**src/rtl/send_lane_scheduler_if.sv**
```systemverilog
// Transmit stream from the send-lane scheduler to the RDMA engine.
// Latency: none, wires only.
// Backpressure: txReady from the slave stalls the master, which holds txData/txLast/txLane.
// Ports: txData/txValid/txLast/txLane driven by the master, txReady driven by the slave.
interface send_lane_scheduler_if #(
  parameter int LANES  = 4,
  parameter int DATA_W = 256
) ();
  localparam int IDX_W = $clog2(LANES);

  logic [DATA_W-1:0] txData;
  logic              txValid;
  logic              txReady;
  logic              txLast;
  logic [IDX_W-1:0]  txLane;

  modport master (
    output txData,
    output txValid,
    output txLast,
    output txLane,
    input  txReady
  );

  modport slave (
    input  txData,
    input  txValid,
    input  txLast,
    input  txLane,
    output txReady
  );
endinterface

```
**src/rtl/send_lane_scheduler.sv**
```systemverilog
// Round-robin drain of the send-buffer lanes into the RDMA transmit stream, bounded bursts.
// Latency: eligible lane in an IDLE cycle -> txValid the next cycle; one idle cycle between bursts.
// Backpressure: txReady low holds the current beat and suppresses lanePop; valid never drops mid-beat.
// Ports: clock/reset, enable, burstLen; lane side laneEmpty/laneLevel/laneData in, lanePop out;
//        tx stream via interface (master); busy and burstCount status out.
module send_lane_scheduler #(
  parameter int LANES  = 4,
  parameter int DATA_W = 256,
  parameter int LVL_W  = 4
) (
  input  logic                    clock,
  input  logic                    reset,
  input  logic                    enable,
  input  logic [3:0]              burstLen,
  input  logic [LANES-1:0]        laneEmpty,
  input  logic [LANES*LVL_W-1:0]  laneLevel,
  input  logic [LANES*DATA_W-1:0] laneData,
  output logic [LANES-1:0]        lanePop,
  output logic                    busy,
  output logic [15:0]             burstCount,
  send_lane_scheduler_if.master   tx
);
  localparam int IDX_W = $clog2(LANES);

  typedef enum logic {IDLE, SEND} state_t;

  state_t           state, state_nxt;
  logic [IDX_W-1:0] grant, grant_nxt;
  logic [IDX_W-1:0] lastGrant, lastGrant_nxt;
  logic [3:0]       remaining, remaining_nxt;
  logic [15:0]      burstCount_nxt;

  logic [LANES-1:0] eligible;
  logic             found;
  logic [IDX_W-1:0] pick;
  logic [IDX_W-1:0] idx;
  logic [3:0]       effBurst;
  logic [LVL_W-1:0] pickLevel;
  logic [3:0]       loadLen;

  always_comb begin
    for (int i = 0; i < LANES; i++) begin
      eligible[i] = !laneEmpty[i] && (laneLevel[i*LVL_W +: LVL_W] != '0);
    end
  end

  // Rotating priority: offsets 1..LANES from lastGrant, so the last granted
  // lane is considered only after every other lane.
  always_comb begin
    found = 1'b0;
    pick  = '0;
    idx   = '0;
    for (int k = 1; k <= LANES; k++) begin
      idx = lastGrant + IDX_W'(k);
      if (!found && eligible[idx]) begin
        found = 1'b1;
        pick  = idx;
      end
    end
  end

  // Burst length is frozen at grant: min(effective burstLen, level of picked lane).
  always_comb begin
    effBurst  = ((burstLen == 4'd0) || (burstLen > 4'd8)) ? 4'd8 : burstLen;
    pickLevel = laneLevel[int'(pick)*LVL_W +: LVL_W];
    if (32'(pickLevel) < 32'(effBurst)) begin
      loadLen = 4'(pickLevel);
    end else begin
      loadLen = effBurst;
    end
  end

  always_comb begin
    state_nxt      = state;
    grant_nxt      = grant;
    lastGrant_nxt  = lastGrant;
    remaining_nxt  = remaining;
    burstCount_nxt = burstCount;
    lanePop        = '0;
    busy           = 1'b0;
    tx.txValid     = 1'b0;
    tx.txLast      = 1'b0;
    case (state)
      IDLE: begin
        if (enable && found) begin
          state_nxt     = SEND;
          grant_nxt     = pick;
          lastGrant_nxt = pick;
          remaining_nxt = loadLen;
        end
      end
      SEND: begin
        // Occupancy was checked at grant and lanes only grow, so valid is unconditional.
        busy       = 1'b1;
        tx.txValid = 1'b1;
        tx.txLast  = (remaining == 4'd1);
        if (tx.txReady) begin
          lanePop[grant] = 1'b1;
          remaining_nxt  = remaining - 4'd1;
          if (remaining == 4'd1) begin
            state_nxt      = IDLE;
            burstCount_nxt = burstCount + 16'd1;
          end
        end
      end
      default: state_nxt = IDLE;
    endcase
  end

  // Head data of the granted lane; the lane FIFO advances its head after each pop.
  assign tx.txData = laneData[int'(grant)*DATA_W +: DATA_W];
  assign tx.txLane = grant;

  always_ff @(posedge clock) begin
    if (reset) begin
      state      <= IDLE;
      grant      <= '0;
      lastGrant  <= IDX_W'(LANES - 1);
      remaining  <= '0;
      burstCount <= '0;
    end else begin
      state      <= state_nxt;
      grant      <= grant_nxt;
      lastGrant  <= lastGrant_nxt;
      remaining  <= remaining_nxt;
      burstCount <= burstCount_nxt;
    end
  end
endmodule

```
**src/flat_wrapper.sv**
```systemverilog
// flat-port wrapper written by rule: the top's interface ports become plain ports
module send_lane_scheduler_flat 
#(
  parameter int LANES  = 4,
  parameter int DATA_W = 256,
  parameter int LVL_W  = 4
)
  (clock, reset, enable, burstLen, laneEmpty, laneLevel, laneData, lanePop, busy, burstCount, tx_txData, tx_txValid, tx_txLast, tx_txLane, tx_txReady);
  send_lane_scheduler_if #(.LANES(LANES), .DATA_W(DATA_W)) tx_i ();
  input  logic clock;
  input  logic reset;
  input  logic enable;
  input  logic [3:0] burstLen;
  input  logic [LANES-1:0] laneEmpty;
  input  logic [LANES*LVL_W-1:0] laneLevel;
  input  logic [LANES*DATA_W-1:0] laneData;
  output logic [LANES-1:0] lanePop;
  output logic busy;
  output logic [15:0] burstCount;
  output wire logic [$bits(tx_i.txData)-1:0] tx_txData;
  output wire logic [$bits(tx_i.txValid)-1:0] tx_txValid;
  output wire logic [$bits(tx_i.txLast)-1:0] tx_txLast;
  output wire logic [$bits(tx_i.txLane)-1:0] tx_txLane;
  input wire logic [$bits(tx_i.txReady)-1:0] tx_txReady;
  assign tx_txData = tx_i.txData;
  assign tx_txValid = tx_i.txValid;
  assign tx_txLast = tx_i.txLast;
  assign tx_txLane = tx_i.txLane;
  assign tx_i.txReady = tx_txReady;
  send_lane_scheduler #(.LANES(LANES), .DATA_W(DATA_W), .LVL_W(LVL_W)) u_core (.clock(clock), .reset(reset), .enable(enable), .burstLen(burstLen), .laneEmpty(laneEmpty), .laneLevel(laneLevel), .laneData(laneData), .lanePop(lanePop), .busy(busy), .burstCount(burstCount), .tx(tx_i));
endmodule
```
**config.mk**
```make
export PLATFORM = sky130hd
export DESIGN_NAME = send_lane_scheduler_flat
export DESIGN_NICKNAME = d
export VERILOG_FILES = /design/src/rtl/send_lane_scheduler_if.sv /design/src/rtl/send_lane_scheduler.sv /design/src/flat_wrapper.sv
export SDC_FILE = /design/constraint.sdc
export NUM_CORES = 1
export LEC_CHECK = 0
export ABC_AREA = 1
export ABC_CLOCK_PERIOD_IN_PS = 4200
export BUFFER_PORTS_ARGS = -buffer_cell sky130_fd_sc_hd__buf_2
export CAP_MARGIN = 20
export CORE_AREA = 2 2 527 529
export DETAILED_ROUTE_END_ITERATION = 6
export DIE_AREA = 0 0 529 531
export GPL_TIMING_DRIVEN = 0
export PLACE_DENSITY = 0.3
export SYNTH_ARGS = -nofsm -noshare
export SYNTH_HDL_FRONTEND = slang
export SYNTH_SLANG_ARGS = --single-unit
```
**constraint.sdc**
```tcl
create_clock -name clock -period 4.2 [get_ports clock]
set_input_delay 0.63 -clock clock [delete_from_list [all_inputs] [get_ports clock]]
set_output_delay 0.63 -clock clock [all_outputs]
set_load 0.01 [all_outputs]
```
**After elaboration in Yosys (flattened, before gate mapping)**

Index checks and enable logic that the tools add are counted.

- Logic and storage cells: 80
- Output and inout bits: 281
- Input bits: 1052
- Flip-flop bits (word level): 25

- Multiplexer cells: 31
- Equal/unequal tests: 3
- Order comparisons: 8
- Bitwise logic cells: 1
- Add/sub/neg operators: 5
- Shift-type cells: 2
- Reduce and logical (&&, ||, !) cells: 25

Operator list:

| kind | number |
|---|---|
| 1024-bit by 11-bit variable part select with 256-bit output | 1 |
| 4-bit 2-to-1 mux | 6 |
| 16-bit by 1-bit adder with 16-bit output (second input constant) | 1 |
| 4-bit nonzero test | 4 |
| 16-bit by 5-bit variable part select with 4-bit output | 1 |
| 2-bit by 3-bit < comparator with 1-bit output (second input constant) | 5 |
| 1-bit 2-to-1 mux | 14 |
| 1-bit logical AND | 9 |
| 1-bit binary-select mux with 2-bit select | 4 |
| 2-bit 2-to-1 mux | 4 |
| 4-bit case mux with 2 select lines | 1 |
| 1-bit logical NOT | 7 |
| 2-bit adder (second input constant) | 2 |
| 4-bit by 1-bit == test with 1-bit output (second input constant) | 1 |
| 4-bit > comparator (second input constant) | 1 |
| 4-bit logical NOT | 1 |
| 4-bit < comparator | 1 |
| 2-bit AND reduction | 2 |
| 4-bit by 1-bit subtractor with 4-bit output (second input constant) | 1 |
| 3-bit AND reduction | 1 |
| 2-bit by 1-bit adder with 2-bit output (second input constant) | 1 |
| 1-bit demux with 2-bit select | 1 |
| 2-bit by 1-bit >= comparator with 1-bit output (second input constant) | 1 |
| 2-bit by 1-bit inequality test with 1-bit output (second input constant) | 1 |
| 4 further kinds | 4 |

**Logic depth before layout (Yosys ltp)**

- Depth after elaboration: 19
- Mapped depth: 25
- Depth with buffers taken out: 25

**Worst setup path before layout**

OpenSTA, ideal clock, no wires.

- Path kind: input to register
- Start: input laneLevel[10]
- End: register u_core.remaining[1]
- Stages on the path: 19
- Path slack: 1.397 ns
- Library setup time: 0.109 ns
- Path buffers: 0
- Arrival time: 2.694 ns
- Required time: 4.091 ns
- Cell sequence: nor2_1 -> nand2_1 -> nand3_1 -> nand2_1 -> nand2_1 -> nand2_4 -> nor2_4 -> nand2_2 -> nand3_4 -> nand2_4 -> o21ai_0 -> o22ai_2 -> ha_1 -> a21oi_1 -> nand3_1 -> nand3_1 -> nand3_1 -> nand2_1 -> inv_1

- Cells in the longest elaborated chain, start to end: 19
- Elaborated cells between the ends (all ways): 32
- Classes of those cells: order compare: 1; eq/ne: 1; shift: 1; mux: 19; reduce/logical: 10

Ends and longest elaborated chain:

| item | line | text |
|---|---|---|
| start: declaration | flat_wrapper.sv:15 | `input logic [LANES*LVL_W-1:0] laneLevel;` |
| 4-bit nonzero test | send_lane_scheduler.sv:43 | `eligible[i] = !laneEmpty[i] && (laneLevel[i*LVL_W +: LVL_W] != '0);` |
| 1-bit logical AND | send_lane_scheduler.sv:43 |  |
| 1-bit binary-select mux with 2-bit select | send_lane_scheduler.sv:55 | `if (!found && eligible[idx]) begin` |
| 1-bit 2-to-1 mux (implied by the code) | send_lane_scheduler.sv:55 |  |
| 1-bit 2-to-1 mux | send_lane_scheduler.sv:55 |  |
| 1-bit logical NOT | send_lane_scheduler.sv:55 |  |
| 1-bit logical AND | send_lane_scheduler.sv:55 |  |
| 1-bit 2-to-1 mux | send_lane_scheduler.sv:55 |  |
| [... 3 more ...] | n/a |  |
| 1-bit logical NOT | send_lane_scheduler.sv:55 |  |
| 1-bit logical AND | send_lane_scheduler.sv:55 |  |
| 2-bit 2-to-1 mux | send_lane_scheduler.sv:55 |  |
| 16-bit by 5-bit variable part select with 4-bit output | send_lane_scheduler.sv:65 | `pickLevel = laneLevel[int'(pick)*LVL_W +: LVL_W];` |
| 4-bit < comparator | send_lane_scheduler.sv:66 | `if (32'(pickLevel) < 32'(effBurst)) begin` |
| 4-bit 2-to-1 mux | send_lane_scheduler.sv:66 |  |
| 4-bit 2-to-1 mux | send_lane_scheduler.sv:85 | `if (enable && found) begin` |
| 4-bit case mux with 2 select lines | send_lane_scheduler.sv:83 | `case (state)` |
| end signal: assignment | send_lane_scheduler.sv:125 | `remaining <= remaining_nxt;` |
| end: declaration | send_lane_scheduler.sv:30 | `logic [3:0] remaining, remaining_nxt;` |

Several ways; a longest one is shown, not always the timed one. The select of a mux whose other input is x is not followed.
A chain may end at the register's enable or synchronous reset.

**Final worst setup path**

- Start: register u_core.grant[1], in the netlist u_core.tx.txLane[1]
- End: output tx_txData[184]

- Cells in the longest elaborated chain, start to end: 1

Ends and longest elaborated chain:

| item | line | text |
|---|---|---|
| start: declaration | send_lane_scheduler.sv:28 | `logic [IDX_W-1:0] grant, grant_nxt;` |
| start signal: assignment | send_lane_scheduler.sv:123 | `grant <= grant_nxt;` |
| 1024-bit by 11-bit variable part select with 256-bit output | send_lane_scheduler.sv:111 | `assign tx.txData = laneData[int'(grant)*DATA_W +: DATA_W];` |
| end: declaration | flat_wrapper.sv:20 | `output wire logic [$bits(tx_i.txData)-1:0] tx_txData;` |

Every way passes these cells.

==> run_results.csv <==
group,metric,value,unit
status,status,"complete, no violations",
setup_path,worstPathRequired,3.57,ns
clocking,clk_pin_slew_worst_paths,0.08,ns
setup_path,cp_max_fo,16,
timing,rsz0062_at_grt,"no",
cells_and_area,multi_input_area,7012,sq um
clocking,cts-root-buf,"clkbuf_16",
cells_and_area,final_area,20490,sq um
detailed_routing,viasPerCell,3.236,
floorplanning,ios,1333,
synthesis,synth_edf_count,0,
global_route,grt_usage,17.08,%
detailed_routing,antenna_left,0,
timing,min_period,4.104,ns
timing,setup_viol,0,
cells_and_area,regArea,500.5,sq um
detailed_routing,dr_total_vias,21230,
detailed_routing,drc,0,
timing,clock_skew,0.002540,ns
setup_path,crit_path_end_kind,"output pin",
timing,worst_slack,0.09628,ns
clocking,cts_tree,"yes",
placement,numPortBuffers,1332,
clocking,cts.sinks,25,
cells_and_area,fillers,33080,
pwr,powerDensity,546.8,nW/um^2
cells_and_area,layout-drive-gt1-share,51.68,%
global_route,grt_pass1_vias,20370,
cells_and_area,fin_util,7.444,%
timing,drv_slew,0,
placement,dp_cells,6455,
floorplanning,die_w,529,microns
timing,slew_headroom,19.42,%
placement,pre_cts_slack,-0.6652,ns
detailed_routing,routedWlPerCell,38.77,microns
clocking,clock_latency,0.27,ns
synthesis,syn_avg_cell_area,5.545,sq um
setup_path,critPathKind,"reg -> out",
setup_path,cp.arrival,3.47,ns
synthesis,synth_nets,2542,
synthesis,synth.distinct_cells,34,
flow_run,cap_violations,0,
placement,place_area,19990,sq um
global_route,grt_overflow,0,
timing,post-route-period-util,97.71,%
timing,clock.fmax,243.7,MHz
cells_and_area,fin_cells,6559,
synthesis,ys.flop_type,"dfxtp_1",
pwr,p_leak,8.501,nW
pwr,power,11.21,mW
floorplanning,core,275300,sq um
floorplanning,die-area,280900,sq um
timing,finalHoldViolations,0,
synthesis,mappedNetlistArea,8229,sq um
placement,routabilityCongestion,0.9290,
setup_path,cp-start-kind,"register",
floorplanning,rows,193,
global_route,grt_first_pass_wirelength,293400,microns
timing,tightest_slew,1.209,ns
global_route,grt_antenna_before_repair,329,
synthesis,synth_seq_cells,25,
clocking,cts.path.max_buffers,2,
synthesis,syn_inst,1484,
global_route,grt_max_degree,16,
placement,hpwlAfterDp,237900,microns
clocking,h-tree-depth,1,
synthesis,synth-async-reset-ratio,0,%
detailed_routing,drt_wl_total,254300,microns
synthesis,yosysWarnings,0,
floorplanning,initial_core_util,2.989,%
clocking,hold_buffers,0,
floorplanning,fp.dieH,531,microns
worst_hold_path,hold_path_class,"reg -> reg",
cells_and_area,nets,3909,
pwr,ir_drop,0.0001874,V
cells_and_area,area_growth_syn_to_layout,149.0,%
synthesis,ys_seq_area_share,6.082,%
detailed_routing,dr.pass1.iters,6,
clocking,cts_buffers,3,
detailed_routing,drt_iter0_drc,1547,
==> layout make-up <==
class / count / share of cell area [%]
antenna: 102 / 1.245
buffer: 173 / 3.663
clock buffer: 3 / 0.3663
clock inverter: 1 / 0.03663
inverter: 46 / 0.8425
multi-input combinational: 1238 / 34.21
sequential: 25 / 2.442
tap: 3607 / 22.02
timing repair buffer: 1364 / 35.17
==> metrics by stage <==
stage	TNS [ns]	hold slack [ns]
after global routing	0	0.5169
after CTS	-0.02980	0.4778
after global placement	-481.72	0.4671
after floorplan	0	0.4833
final	0	0.4737
after detailed placement	-17.38	0.4660
==> cells in the final DEF (no fill, tap or decap), types with 4 or more instances in the layout <==
cell      count
a21oi_1      24
a22oi_1     232
a22oi_2      23
buf_1         5
buf_12       10
buf_2      1332
buf_6         4
buf_8        16
clkbuf_1    114
clkbuf_2     42
clkbuf_4      9
dfxtp_1      25
diode_2     102
ha_1          6
inv_1        41
inv_2         5
nand2_1      64
nand2_2       8
nand3_1     789
nand3_2       4
nand4_1       8
nor2_1       29
nor3_1       12
o21ai_0      18
==> sequential cells by signal, summed over array words and instances, names as in the netlist <==
name,cells
u_core.tx.txLane,2
u_core.remaining,4
u_core.state,1
u_core.lastGrant,2
u_core.burstCount,16
==> critical path, cell delays in order (launching register included) <==
cell      delay (ns)
dfxtp_1         0.42
clkbuf_2        0.35
clkbuf_2        0.29
buf_12          0.20
clkbuf_1        0.32
buf_8           0.24
clkbuf_1        0.44
nand3_1         0.30
nand3_1         0.31
buf_2           0.22
==> where the power goes <==
group	internal [mW]	leakage, nW	total (mW)	switching, mW
Clock	0.130	0.0378	0.236	0.106
Sequential	0.265	0.203	0.305	0.0396
Combinational	2.63	8.26	10.7	8.04
==> worst paths after layout <==
path                                            start                    end  slack, ns  depth (start not counted)
worst max-delay path              u_core.tx.txLane[1]         tx_txData[184]        0.1                          9
worst min register to register  u_core.burstCount[15]  u_core.burstCount[15]       0.47                          2
worst max register to register    u_core.lastGrant[0]    u_core.remaining[3]       1.02                         18
worst min-delay path            u_core.burstCount[15]  u_core.burstCount[15]       0.47                          2
==> metal layers <==
layer	GRT usage [%]	part of all wire, %
met5	0	0.36
met4	7.093	5.2
met3	7.501	11
met2	26.43	43
met1	20.44	40
==> Yosys cell counts, drive strengths merged, types with 2 or more instances <==
library cell | instances | share of area, %
nand3 | 794 | 49
a22oi | 255 | 23
clkbuf | 167 | 7.6
nand2 | 74 | 3.8
inv | 46 | 2.1
nor2 | 30 | 1.5
a21oi | 25 | 1.7
dfxtp | 25 | 6.1
o21ai | 20 | 1.3
nor3 | 14 | 0.97
buf | 8 | 0.46
nand4 | 8 | 0.61
ha | 6 | 0.91
nor4 | 2 | 0.15
o211ai | 2 | 0.18
o22ai | 2 | 0.23
==> kinds of logic after synthesis <==
kind of cell             synth area share (%)
AO/OA/AOI/OAI                           26.68
XOR/XNOR                               0.1977
adder cells (fa/ha/maj)                0.9122
buffers and inverters                   10.17
flip-flops                              6.082
AND/OR/NAND/NOR                         55.95
==> repair_timing <==
item / CTS / global route
setup endpoints to repair: 198 / 14
buffers inserted: 0 / 0
gates cloned: 0 / 0
gates resized for setup: 53 / 10
pin swaps: 1 / 0
No activity file was read; power rests on OpenSTA's default activity.
